## src/rtl/ringosc_meas_pkg.sv

```systemverilog
// Shared definitions for the ring-oscillator measurement controller.
//   state_t         : controller FSM states
//   *_DEF           : default values for the GATE_W, CLR_CYC and SETTLE_CYC parameters
package ringosc_meas_pkg;

    localparam int GATE_W_DEF     = 16;
    localparam int CLR_CYC_DEF    = 2;
    localparam int SETTLE_CYC_DEF = 3;

    typedef enum logic [2:0] {
        ST_IDLE   = 3'd0,
        ST_CLEAR  = 3'd1,
        ST_RUN    = 3'd2,
        ST_SETTLE = 3'd3,
        ST_DONE   = 3'd4
    } state_t;

endpackage

```

## src/rtl/ringosc_sync.sv

```systemverilog
// Two-flop synchronizer for the ring-oscillator count bus.
// Synchronizing the whole bus at once is safe here because the controller
// only uses the output after the oscillator has been stopped long enough for
// the count to be frozen.
//   clk     : system clock
//   reset_i : synchronous active-high reset, clears both stages
//   d       : asynchronous input bus
//   q       : synchronized output bus
module ringosc_sync #(
    parameter int W = 8
) (
    input  logic         clk,
    input  logic         reset_i,
    input  logic [W-1:0] d,
    output logic [W-1:0] q
);

    logic [W-1:0] meta;

    always_ff @(posedge clk) begin
        if (reset_i) begin
            meta <= '0;
            q    <= '0;
        end else begin
            meta <= d;
            q    <= meta;
        end
    end

endmodule

```

## src/rtl/ringosc_meas_ctrl.sv

```systemverilog
// Ring-oscillator measurement controller: clears the oscillator counter,
// lets the oscillator run for a programmed window, stops it, waits for the
// frozen count to cross into clk_sys, then presents the captured count until
// acknowledged.
//
// state  | meaning
// IDLE   | oscillator stopped, waiting for start_i
// CLEAR  | oscillator counter held in reset for CLR_CYC cycles
// RUN    | oscillator running for the latched gate length (0 acts as 1)
// SETTLE | oscillator stopped SETTLE_CYC cycles; capture on the last one
// DONE   | result_o valid until ack_i
//
// Ports:
//   clk, reset_i (sync, active-high), start_i, gate_len_i[GATE_W], shift_cfg_i[6],
//   osc_cnt_i[8] (async), ack_i, cont_i (only with RINGOSC_MEAS_CONT_EN),
//   osc_reset_o, osc_stop_o, osc_shift_o[6], busy_o, valid_o, result_o[8]
// Build option: define RINGOSC_MEAS_CONT_EN to add cont_i, which chains a new
// measurement directly from DONE with the same gate length and shift.
// All outputs are registered and reflect the current state.
module ringosc_meas_ctrl
    import ringosc_meas_pkg::*;
#(
    parameter int GATE_W     = GATE_W_DEF,
    parameter int CLR_CYC    = CLR_CYC_DEF,
    parameter int SETTLE_CYC = SETTLE_CYC_DEF
) (
    input  logic              clk,
    input  logic              reset_i,
    input  logic              start_i,
    input  logic [GATE_W-1:0] gate_len_i,
    input  logic [5:0]        shift_cfg_i,
    input  logic [7:0]        osc_cnt_i,
    input  logic              ack_i,
`ifdef RINGOSC_MEAS_CONT_EN
    input  logic              cont_i,
`endif
    output logic              osc_reset_o,
    output logic              osc_stop_o,
    output logic [5:0]        osc_shift_o,
    output logic              busy_o,
    output logic              valid_o,
    output logic [7:0]        result_o
);

    state_t            state, state_nxt;
    logic [GATE_W-1:0] cnt, cnt_nxt;
    logic [GATE_W-1:0] gate_len_q;
    logic              latch_cfg;
    logic              capture;
    logic [7:0]        osc_cnt_sync;

    ringosc_sync #(.W(8)) u_sync (
        .clk     (clk),
        .reset_i (reset_i),
        .d       (osc_cnt_i),
        .q       (osc_cnt_sync)
    );

    // Down-counter is loaded with (duration - 1) on entry to each timed state;
    // the state exits when it reaches zero.
    always_comb begin
        state_nxt = state;
        cnt_nxt   = (cnt == '0) ? '0 : cnt - 1'b1;
        latch_cfg = 1'b0;
        capture   = 1'b0;
        case (state)
            ST_IDLE: begin
                if (start_i) begin
                    state_nxt = ST_CLEAR;
                    cnt_nxt   = GATE_W'(CLR_CYC - 1);
                    latch_cfg = 1'b1;
                end
            end
            ST_CLEAR: begin
                if (cnt == '0) begin
                    state_nxt = ST_RUN;
                    cnt_nxt   = (gate_len_q == '0) ? '0 : gate_len_q - 1'b1;
                end
            end
            ST_RUN: begin
                if (cnt == '0) begin
                    state_nxt = ST_SETTLE;
                    cnt_nxt   = GATE_W'(SETTLE_CYC - 1);
                end
            end
            ST_SETTLE: begin
                if (cnt == '0) begin
                    state_nxt = ST_DONE;
                    capture   = 1'b1;
                end
            end
            ST_DONE: begin
                if (ack_i) begin
`ifdef RINGOSC_MEAS_CONT_EN
                    if (cont_i) begin
                        state_nxt = ST_CLEAR;
                        cnt_nxt   = GATE_W'(CLR_CYC - 1);
                    end else begin
                        state_nxt = ST_IDLE;
                    end
`else
                    state_nxt = ST_IDLE;
`endif
                end
            end
            default: state_nxt = ST_IDLE;
        endcase
    end

    always_ff @(posedge clk) begin
        if (reset_i) begin
            state       <= ST_IDLE;
            cnt         <= '0;
            gate_len_q  <= '0;
            osc_shift_o <= '0;
            osc_reset_o <= 1'b0;
            osc_stop_o  <= 1'b1;
            busy_o      <= 1'b0;
            valid_o     <= 1'b0;
            result_o    <= '0;
        end else begin
            state       <= state_nxt;
            cnt         <= cnt_nxt;
            if (latch_cfg) begin
                gate_len_q  <= gate_len_i;
                osc_shift_o <= shift_cfg_i;
            end
            if (capture) begin
                result_o <= osc_cnt_sync;
            end
            // Outputs are decoded from the next state so they change on the
            // same edge as the state register.
            osc_reset_o <= (state_nxt == ST_CLEAR);
            osc_stop_o  <= (state_nxt != ST_RUN);
            busy_o      <= (state_nxt == ST_CLEAR) || (state_nxt == ST_RUN) ||
                           (state_nxt == ST_SETTLE);
            valid_o     <= (state_nxt == ST_DONE);
        end
    end

endmodule
```

## config.mk

```make
export PLATFORM = sky130hd
export DESIGN_NAME = ringosc_meas_ctrl
export DESIGN_NICKNAME = d
export VERILOG_FILES = /design/src/rtl/ringosc_meas_pkg.sv /design/src/rtl/ringosc_sync.sv /design/src/rtl/ringosc_meas_ctrl.sv
export SDC_FILE = /design/constraint.sdc
export NUM_CORES = 1
export LEC_CHECK = 0
export ABC_AREA = 1
export CAP_MARGIN = 0
export CORE_AREA = 10 10 92 94
export CTS_CLUSTER_DIAMETER = 150
export DETAILED_ROUTE_END_ITERATION = 6
export DIE_AREA = 0 0 102 104
export PLACE_DENSITY = 0.75
export SETUP_SLACK_MARGIN = 0.1
export SYNTH_ARGS = -nofsm -noshare
export SYNTH_HDL_FRONTEND = slang
export SYNTH_SLANG_ARGS = --single-unit
```

## constraint.sdc

```tcl
create_clock -name clk -period 4.65 [get_ports clk]
set_clock_uncertainty 0.15 [all_clocks]
set_input_delay 0.465 -clock clk [delete_from_list [all_inputs] [get_ports clk]]
set_output_delay 0.465 -clock clk [all_outputs]
set_load 0.05 [all_outputs]
```

[Word level (Yosys, flattened, before mapping)]
Cells that the tools add are included.
Storage, ports and cells
  flip-flop bits (word level): 69
  bits in latches: 0
  memory bits (writable): 0
  bits in read-only memories: 0
  input port bits: 34
  output and inout port bits: 18
  word-level logic and storage cells: 43
  memories kept: 0
Operators by class
  add/sub/neg operators: 2
  $mul: 0
  divide/modulo/power cells: 0
  $lt $le $gt $ge: 0
  eq/ne operators: 9
  shifts and indexed selects: 0
  mux-type cells: 16
  bitwise operators: 0
  reductions and logical operators: 5
Operators with widths (count)
  16-bit two-way mux: 5
  16-bit one-hot mux with 3 select lines: 1
  16-bit logical NOT: 2
  16-bit by 1-bit subtractor with 16-bit output, second input constant: 2
  3-bit two-way mux: 5
  3-bit one-hot mux with 5 select lines: 1
  3-bit by 2-bit == test with 1-bit output, second input constant: 4
  3-bit by 1-bit == test with 1-bit output, second input constant: 2
  3-bit == test, second input constant: 2
  1-bit two-way mux: 4
  3-bit logical NOT: 1
  3-bit by 2-bit != test with 1-bit output, second input constant: 1
  1-bit logical OR: 2

[Longest topological paths before layout]
Gate-level depths: netlist (run 1).
  depth in word-level cells: 6
  mapped depth: 11
  mapped depth without buffers: 11

[By module]
Synthesis (run 1) repeated with hierarchy kept, for this count alone.
Unflattened totals
  cells, all modules: 459
  area total of the unflattened synthesis: 3263.1 um^2
Modules (own cells, without submodules)
  ringosc_meas_ctrl: instances 1, cells an instance 409, area each 2788.9 um^2, sequential area each 1061.0 um^2
  ringosc_sync: instances 1, cells an instance 50, area each 474.2 um^2, sequential area each 320.3 um^2

[Worst setup path before layout (run 1)]
No wires, ideal clock.
  kind: reg2reg
  start: register gate_len_q[0]
  end: register cnt[7]
  setup time: 137 ps
  arrival time: 1370 ps
  data required time: 4363 ps
  setup slack: 2992 ps
  stages on the path, launching flop included: 10
  path buffers: 1
  period minus slack after synthesis: 1658 ps
  path through: dfxtp_1 -> inv_1 -> ha_1 -> nand2_1 -> nor2_1 -> nand3_1 -> and2_4 -> buf_6 -> nand3_2 -> a21oi_2
On the way
  cells in the longest elaborated chain, start to end: 4
  elaborated cells on any way between the ends: 5
  classes of those cells: 1 x add/sub; 3 x mux; 1 x reduce/logical
Ends and longest elaborated chain
  start: declaration: RTL line ringosc_meas_ctrl.sv:47  | logic [GATE_W-1:0] gate_len_q;
  start signal: assignment: RTL line ringosc_meas_ctrl.sv:125  | gate_len_q <= gate_len_i;
  16-bit by 1-bit subtractor with 16-bit output or 16-bit logical NOT (tied branches): RTL line ringosc_meas_ctrl.sv:77  | cnt_nxt = (gate_len_q == '0) ? '0 : gate_len_q - 1'b1;
  16-bit two-way mux *: RTL line ringosc_meas_ctrl.sv:77
  16-bit two-way mux *: RTL line ringosc_meas_ctrl.sv:75  | if (cnt == '0) begin
  16-bit one-hot mux with 3 select lines *: RTL line ringosc_meas_ctrl.sv:66  | case (state)
  end signal: assignment: RTL line ringosc_meas_ctrl.sv:123  | cnt <= cnt_nxt;
  end: declaration: RTL line ringosc_meas_ctrl.sv:46  | logic [GATE_W-1:0] cnt, cnt_nxt;
Mark *: on every way between the ends. The rest lies on a longest branch, timed or not.
A chain may end at the register's enable or synchronous reset.

[Final worst setup path (run 1)]
  start: register osc_shift_o[4]
  end: output port osc_shift_o[4]
RTL lines
  start: declaration: RTL line ringosc_meas_ctrl.sv:39  | output logic [5:0] osc_shift_o,
  start signal: assignment: RTL line ringosc_meas_ctrl.sv:126  | osc_shift_o <= shift_cfg_i;
No word-level cell between the ends.

==> impl_metrics.toml, run 1 <==
[run_status]
status = "finished clean"

[layout]
layout-area-overhead-vs-synth_pct = 24.7
fin_cells = 584
num-fill-cells = 636
drive_above_1_share_pct = 11.5
finalCoreUtilization_pct = 60.4
diodes_inserted = 0
finalInstanceArea_um2 = 4040
num-nets-final = 535

[critical_path]
critPathRequiredTime_ns = 4.03
worst_setup_path_start_kind = "register"
rrSetupSlack_ns = 2.60
crit_path_max_fanout = 2
critical-path-max-stage-delay_ns = 0.82
critical_path_class = "reg -> out"
timing.rr.end = "osc_stop_o"
crit_buf_inv = 1
timing.critical_path.cells = "clkdlybuf4s50_1"
worst_r2r_startpoint = "state[0]"
delay_heaviest_family_cp = "buffers and inverters"
worst-endpoint-arrival_ns = 1.51
crit_end_category = "primary output"
critical_path_slowest_stage_cell = "sky130_fd_sc_hd__clkdlybuf4s50_1"
reg2regPathDepth = 6

[clock_network]
post_cts_hold_buffer_count = 0
tritoncts = "yes"
numCtsBuffers = 9
cts_htree_levels = 3
clock_latency_ns = 0.34
tritoncts_num_sinks = 69
cts_repair_resize_count = 0
clock_path_buffers = 2
cts-root-buf = "sky130_fd_sc_hd__clkbuf_8"
cts.repair_timing.setup_buffer_count = 0
cts.clk_slew.worst_paths_ns = 0.08

[yosys]
post_synth_inst_count = 447
synthesis.nets = 483
number_of_unique_standard_cell_types_used_by_synthesis = 36
synth_sequential_area_ratio_pct = 42.7
primary_flip_flop_cell_chosen_by_synthesis_mapping = "sky130_fd_sc_hd__dfxtp_1"
mappedNetlistArea_um2 = 3240
ys.warnings.count = 0
ys_seq_elements = 69
asyncSetResetFlopFracSynth_pct = 0
avgSynthCellArea_um2 = 7.24
synth-edff-count = 0

[placed_design]
post_place_instance_area_um2 = 3800
numPortBuffers = 51
place_hpwl_mm = 5.37
place_congestion = 0.921
minimum_setup_slack_after_placement_ns = 2.30
place.detailed.instances = 568

[detailed_routing]
detail_route.iter0.violations = 173
first_pass_iters = 4
avgRoutedWirePerCell_um = 12.2
detail_route.wirelength_mm = 7.12
dr_total_vias = 2817
remaining_drc_errors = 0
routed_via_count_divided_by_cell_count = 4.82
antenna_violating_nets_post_route = 0

[min_path]
worst_hold_stages = 2
hold_path_end = "u_sync.q[3]"
hp-start = "u_sync.meta[3]"
hold_class = "reg -> reg"

[timing]
timing.slew.headroom_pct = 39.4
rsz0062_at_grt = "no"
timing.final.max_slew_violations = 0
fin_hold_ws_ns = 0.251
max_freq_mhz = 470
finalCritPeriodShare_pct = 45.8
hold_viol_final = 0
setup_ws_ns = 2.52
max_slew.worst_pin.slew_ns = 0.904
setup_total_negative_slack_ns = 0
finalWorstPathRequiredPeriod_ns = 2.13
setup_viol = 0

[pwr]
power_switching_share_pct = 42.5
p_comb_share_pct = 47.6
standby_leakage_power_nw = 1.74
switchingPower_mw = 1.08
p_total_mw = 2.55
share_seq_of_total_power_pct = 30.6
power-per-cell-area_nw_per_um2 = 633
cell_internal_pwr_mw = 1.47
share_clk_of_total_power_pct = 21.8
peakVddDrop_mv = 0.302

[flow_run]
max_cap_viol_count = 0

[floorplan]
io-pin-count = 52
chipHeight_um = 104
number_of_rows_in_the_core_area = 30
placeableCoreArea_um2 = 6680
die_width_um = 102
die-area_um2 = 10600
floorplan.initialDensity_pct = 48.4

[global_routing]
gr-total-overflow = 0
grt_max_degree = 42
grt_pass1_wl_mm = 12.3
number_of_antenna_violations_at_the_first_check_in_global_routing = 0
number_of_global_route_vias_before_repair = 2717
groute.usage.overall_pct = 14.2
==> state kept, by name, indices dropped and copies added (netlist names) <==
| signal | count |
|---|---|
| u_sync.q | 8 |
| busy_o | 1 |
| valid_o | 1 |
| osc_shift_o | 6 |
| state | 3 |
| cnt | 16 |
| osc_reset_o | 1 |
| osc_stop_o | 1 |
| gate_len_q | 16 |
| u_sync.meta | 8 |
| result_o | 8 |
==> synthesized netlist by cell type, types with 2 or more instances <==
cell type | instances | share of area [%]
sky130_fd_sc_hd__o21ai_0 | 25 | 3.9
sky130_fd_sc_hd__nor2_4 | 3 | 1.0
sky130_fd_sc_hd__xnor2_1 | 5 | 1.4
sky130_fd_sc_hd__buf_2 | 2 | 0.31
sky130_fd_sc_hd__nand4_1 | 6 | 1.2
sky130_fd_sc_hd__inv_1 | 46 | 5.3
sky130_fd_sc_hd__nand2_1 | 81 | 9.4
sky130_fd_sc_hd__ha_1 | 2 | 0.77
sky130_fd_sc_hd__nand2_2 | 3 | 0.58
sky130_fd_sc_hd__clkbuf_1 | 7 | 0.81
sky130_fd_sc_hd__dfxtp_1 | 69 | 43
sky130_fd_sc_hd__a21oi_1 | 21 | 3.2
sky130_fd_sc_hd__nand3b_1 | 2 | 0.46
sky130_fd_sc_hd__nor3_2 | 2 | 0.62
sky130_fd_sc_hd__nand3_1 | 15 | 2.3
sky130_fd_sc_hd__or2_2 | 3 | 0.58
sky130_fd_sc_hd__nor2_2 | 5 | 0.97
sky130_fd_sc_hd__a21oi_2 | 7 | 1.9
sky130_fd_sc_hd__xor2_1 | 17 | 4.6
sky130_fd_sc_hd__inv_2 | 5 | 0.58
sky130_fd_sc_hd__nand3_2 | 8 | 2.5
sky130_fd_sc_hd__nor2_1 | 99 | 11
==> how the worst max path moves through the flow <==
stage | startpoint | endpoint | slack, ns | cells past startpoint
final | osc_shift_o[4] | osc_shift_o[4] | 2.52 | 1
after global placement | reset_i | state[0] | 2.36 | 4
after CTS | osc_shift_o[4] | osc_shift_o[4] | 2.50 | 1
after global routing | state[0] | osc_stop_o | 2.38 | 6
after floorplan | gate_len_q[0] | cnt[7] | 2.99 | 9
after detailed placement | reset_i | osc_stop_o | 2.30 | 5
==> cells in the final DEF, fill, tap and decap left out, types with 2 or more instances in the layout <==
cell type / instances
sky130_fd_sc_hd__a21oi_1: 21
sky130_fd_sc_hd__nand3_2: 8
sky130_fd_sc_hd__inv_6: 2
sky130_fd_sc_hd__buf_4: 2
sky130_fd_sc_hd__xor2_1: 17
sky130_fd_sc_hd__dfxtp_1: 69
sky130_fd_sc_hd__xnor2_1: 5
sky130_fd_sc_hd__nor3_2: 2
sky130_fd_sc_hd__or2_2: 3
sky130_fd_sc_hd__clkdlybuf4s50_1: 51
sky130_fd_sc_hd__nand4_1: 6
sky130_fd_sc_hd__ha_1: 2
sky130_fd_sc_hd__bufinv_16: 2
sky130_fd_sc_hd__inv_2: 5
sky130_fd_sc_hd__clkbuf_8: 10
sky130_fd_sc_hd__a21oi_2: 7
sky130_fd_sc_hd__inv_1: 46
sky130_fd_sc_hd__nand3_1: 15
sky130_fd_sc_hd__nor2_4: 3
sky130_fd_sc_hd__nor2_1: 99
sky130_fd_sc_hd__nor2_2: 5
sky130_fd_sc_hd__o21ai_0: 25
sky130_fd_sc_hd__nand2_2: 3
sky130_fd_sc_hd__nand3b_1: 2
sky130_fd_sc_hd__clkinv_4: 2
sky130_fd_sc_hd__nand2_1: 81
==> cell type report <==
type	instances	area [µm²]	share of cell area, %
Clock buffer	10	138	3.41
Clock inverter	6	93.8	2.33
Inverter	52	200	4.96
Multi-Input combinational cell	314	1600	39.6
Sequential cell	69	1380	34.2
Tap cell	80	100	2.48
Timing Repair Buffer	53	526	13.0
==> logic make-up (layout without fill, tap and decap cells) <==
kind of cell / Yosys count / count (layout) / share of synthesized area (%)
xor+xnor: 22 / 22 / 5.95
compound gates: 56 / 56 / 9.63
fa+ha+maj: 2 / 2 / 0.773
buf+inv: 64 / 121 / 8.00
simple gates: 234 / 234 / 33.0
flops: 69 / 69 / 42.7
==> layer usage <==
layer | part of all wire, % | vias to the layer above | GRT usage (%)
met5 | 0 | - | 0
li1 | - | 1503 | -
met3 | 6.3 | 14 | 5.71
met1 | 44 | 1247 | 16.8
met2 | 48 | 53 | 22.4
met4 | 1.4 | 0 | 5.24
==> power by group through the flow <==
stage	clock network (mW)	logic, mW	registers, mW
2_1_floorplan	0	0.957	0.822
6_report	0.556	1.21	0.783
5_1_grt	0.595	1.37	0.797
4_1_cts	0.565	1.22	0.782
3_5_place_dp	0	1.21	0.794
3_3_place_gp	0	1.19	0.791
(Power assumes the default switching activity.)
==> run 2, diff against run 1 <==
--- a/config.mk
+++ b/config.mk
@@ -7,10 +7,10 @@
 export LEC_CHECK = 0
 export ABC_AREA = 1
 export CAP_MARGIN = 0
-export CORE_AREA = 10 10 92 94
+export CORE_AREA = 10 10 94 96
 export CTS_CLUSTER_DIAMETER = 150
 export DETAILED_ROUTE_END_ITERATION = 6
-export DIE_AREA = 0 0 102 104
+export DIE_AREA = 0 0 104 106
 export PLACE_DENSITY = 0.75
 export SETUP_SLACK_MARGIN = 0.1
 export SYNTH_ARGS = -nofsm -noshare
==> constraint.sdc (replaced) <==
create_clock -name clk -period 1.9 [get_ports clk]
set_clock_uncertainty 0.15 [all_clocks]
set_input_delay 0.19 -clock clk [delete_from_list [all_inputs] [get_ports clk]]
set_output_delay 0.19 -clock clk [all_outputs]
set_load 0.05 [all_outputs]
==> impl_metrics.toml, run 2 (same netlist as run 1, synthesis figures left out) <==
[clock_network]
numCtsBuffers = 9
post_cts_hold_buffer_count = 0
cts-root-buf = "sky130_fd_sc_hd__clkbuf_8"
clock_latency_ns = 0.35
tritoncts = "yes"
cts_htree_levels = 3
tritoncts_num_sinks = 69
cts.clk_slew.worst_paths_ns = 0.08
clock_path_buffers = 2

[timing]
hold_viol_final = 0
max_slew.worst_pin.slew_ns = 0.516
max_freq_mhz = 584
setup_total_negative_slack_ns = 0
finalCritPeriodShare_pct = 90.1
timing.slew.headroom_pct = 65.7
rsz0062_at_grt = "no"
timing.final.max_slew_violations = 0
setup_viol = 0
finalWorstPathRequiredPeriod_ns = 1.71

[layout]
largest_registers_ranked_by_flip_flop_count = "cnt x16, gate_len_q x16"
num-nets-final = 545
diodes_inserted = 0
drive_above_1_share_pct = 15.8
layout-area-overhead-vs-synth_pct = 28.8
fin_cells = 613
final_common_cell = "sky130_fd_sc_hd__nor2_1"
mostFrequentLayoutCells = "95 x sky130_fd_sc_hd__nor2_1, 79 x sky130_fd_sc_hd__nand2_1, 68 x sky130_fd_sc_hd__dfxtp_1"

[min_path]
hold_class = "in -> reg"

[global_routing]
number_of_antenna_violations_at_the_first_check_in_global_routing = 0
grt_pass1_wl_mm = 12.0
grt_max_degree = 36
groute.usage.overall_pct = 12.9
number_of_global_route_vias_before_repair = 2719
gr-total-overflow = 0

[critical_path]
crit_end_category = "register"
worst_setup_path_start_kind = "register"
rrSetupSlack_ns = 0.19
critPathRequiredTime_ns = 1.99
worst-endpoint-arrival_ns = 1.80
crit_path_start = "cnt[0]"
timing.critical_path.cells = "inv_2 > ha_4 > nand2_2 > nor2_4 > nand2_4 > nand3_1 > nand4_1 > or2_1"
crit_end = "osc_stop_o"
reg2regPathDepth = 8
timing.rr.end = "osc_stop_o"
critical_path_slowest_stage_cell = "sky130_fd_sc_hd__dfxtp_1"
crit_buf_inv = 1
delay_heaviest_family_cp = "simple AND/OR/NAND/NOR gates"
critical-path-max-stage-delay_ns = 0.31
crit_path_max_fanout = 7
crit_cells = 8
worst_r2r_startpoint = "cnt[0]"
critical_path_class = "reg -> reg"

[floorplan]
placeableCoreArea_um2 = 7060
floorplan.initialDensity_pct = 45.9
io-pin-count = 52
die-area_um2 = 11000
chipHeight_um = 106
number_of_rows_in_the_core_area = 31
die_width_um = 104

[detailed_routing]
antenna_violating_nets_post_route = 0
routed_via_count_divided_by_cell_count = 4.67
detail_route.wirelength_mm = 7.32
dr_total_vias = 2865
remaining_drc_errors = 0
avgRoutedWirePerCell_um = 11.9
detail_route.iter0.violations = 164
first_pass_iters = 5

[placed_design]
place_congestion = 0.918
numPortBuffers = 51
place.detailed.instances = 591
place_hpwl_mm = 5.64

[pwr]
power-per-cell-area_nw_per_um2 = 1540
standby_leakage_power_nw = 1.85
peakVddDrop_mv = 0.717

[flow_run]
max_cap_viol_count = 0

[run_status]
status = "finished clean"
-- run 2: worst min-delay path, delay by kind of cell --
| kind | cells | cell delay (ns) |
|---|---|---|
| and+or+nand+nor | 1 | 0.03 |
| buffers and inverters | 2 | 0.44 |
-- run 2: per-stage QoR --
stage | cell area [µm²] | util [%] | worst slack (ns) | hold WS, ns | total power, mW
floorplan | 3240 | - | 0.242 | 0.147 | 4.35
global placement | 3870 | 54.8 | 0.145 | 0.240 | 4.91
detailed placement | 3870 | 54.8 | 0.0863 | 0.246 | 4.97
CTS | 4060 | 57.5 | 0.101 | 0.184 | 6.19
global route | 4170 | 59.1 | 0.0827 | 0.190 | 6.91
finish | 4170 | 59.1 | 0.188 | 0.198 | 6.40
-- run 2: worst min path at each step --
stage | startpoint | slack [ns] | cells after the start | endpoint
after CTS | osc_cnt_i[0] | 0.18 | 3 | u_sync.meta[0]
final | osc_cnt_i[0] | 0.20 | 3 | u_sync.meta[0]
after detailed placement | u_sync.meta[0] | 0.25 | 2 | u_sync.q[0]
after global placement | u_sync.meta[2] | 0.24 | 2 | u_sync.q[2]
after floorplan | osc_cnt_i[0] | 0.15 | 2 | u_sync.meta[0]
after global routing | osc_cnt_i[0] | 0.19 | 3 | u_sync.meta[0]
-- run 2: metal layers --
layer / up-vias / track usage (%) / part of all wire (%)
met2: 49 / 21.5 / 48
met4: 0 / 4.47 / 1.2
met1: 1290 / 15.0 / 46
li1: 1519 / - / -
met3: 7 / 4.95 / 5.5
met5: - / 0 / 0
-- run 2: power breakdown --
part           switching [mW]  internal (mW)  leakage [nW]  total [mW]
logic                    2.00           1.25          1.18        3.25
clock network           0.584          0.650        0.0991        1.23
registers               0.211           1.70         0.568        1.92
-- run 2: cell type report --
| cell class | count | area (µm²) |
|---|---|---|
| Fill cell | 631 | 2890 |
| Multi-Input combinational cell | 314 | 1640 |
| Sequential cell | 69 | 1380 |
| Timing Repair Buffer | 63 | 603 |
| Inverter | 52 | 209 |
| Clock buffer | 10 | 138 |
| Tap cell | 99 | 124 |
| Clock inverter | 6 | 71.3 |
-- run 2: repair_timing --
action | in CTS | in global routing
buffers inserted | 0 | 6
resized for setup | 19 | 17
gates cloned | 0 | 0
setup endpoints to repair | 28 | 40
pin swaps | 1 | 2
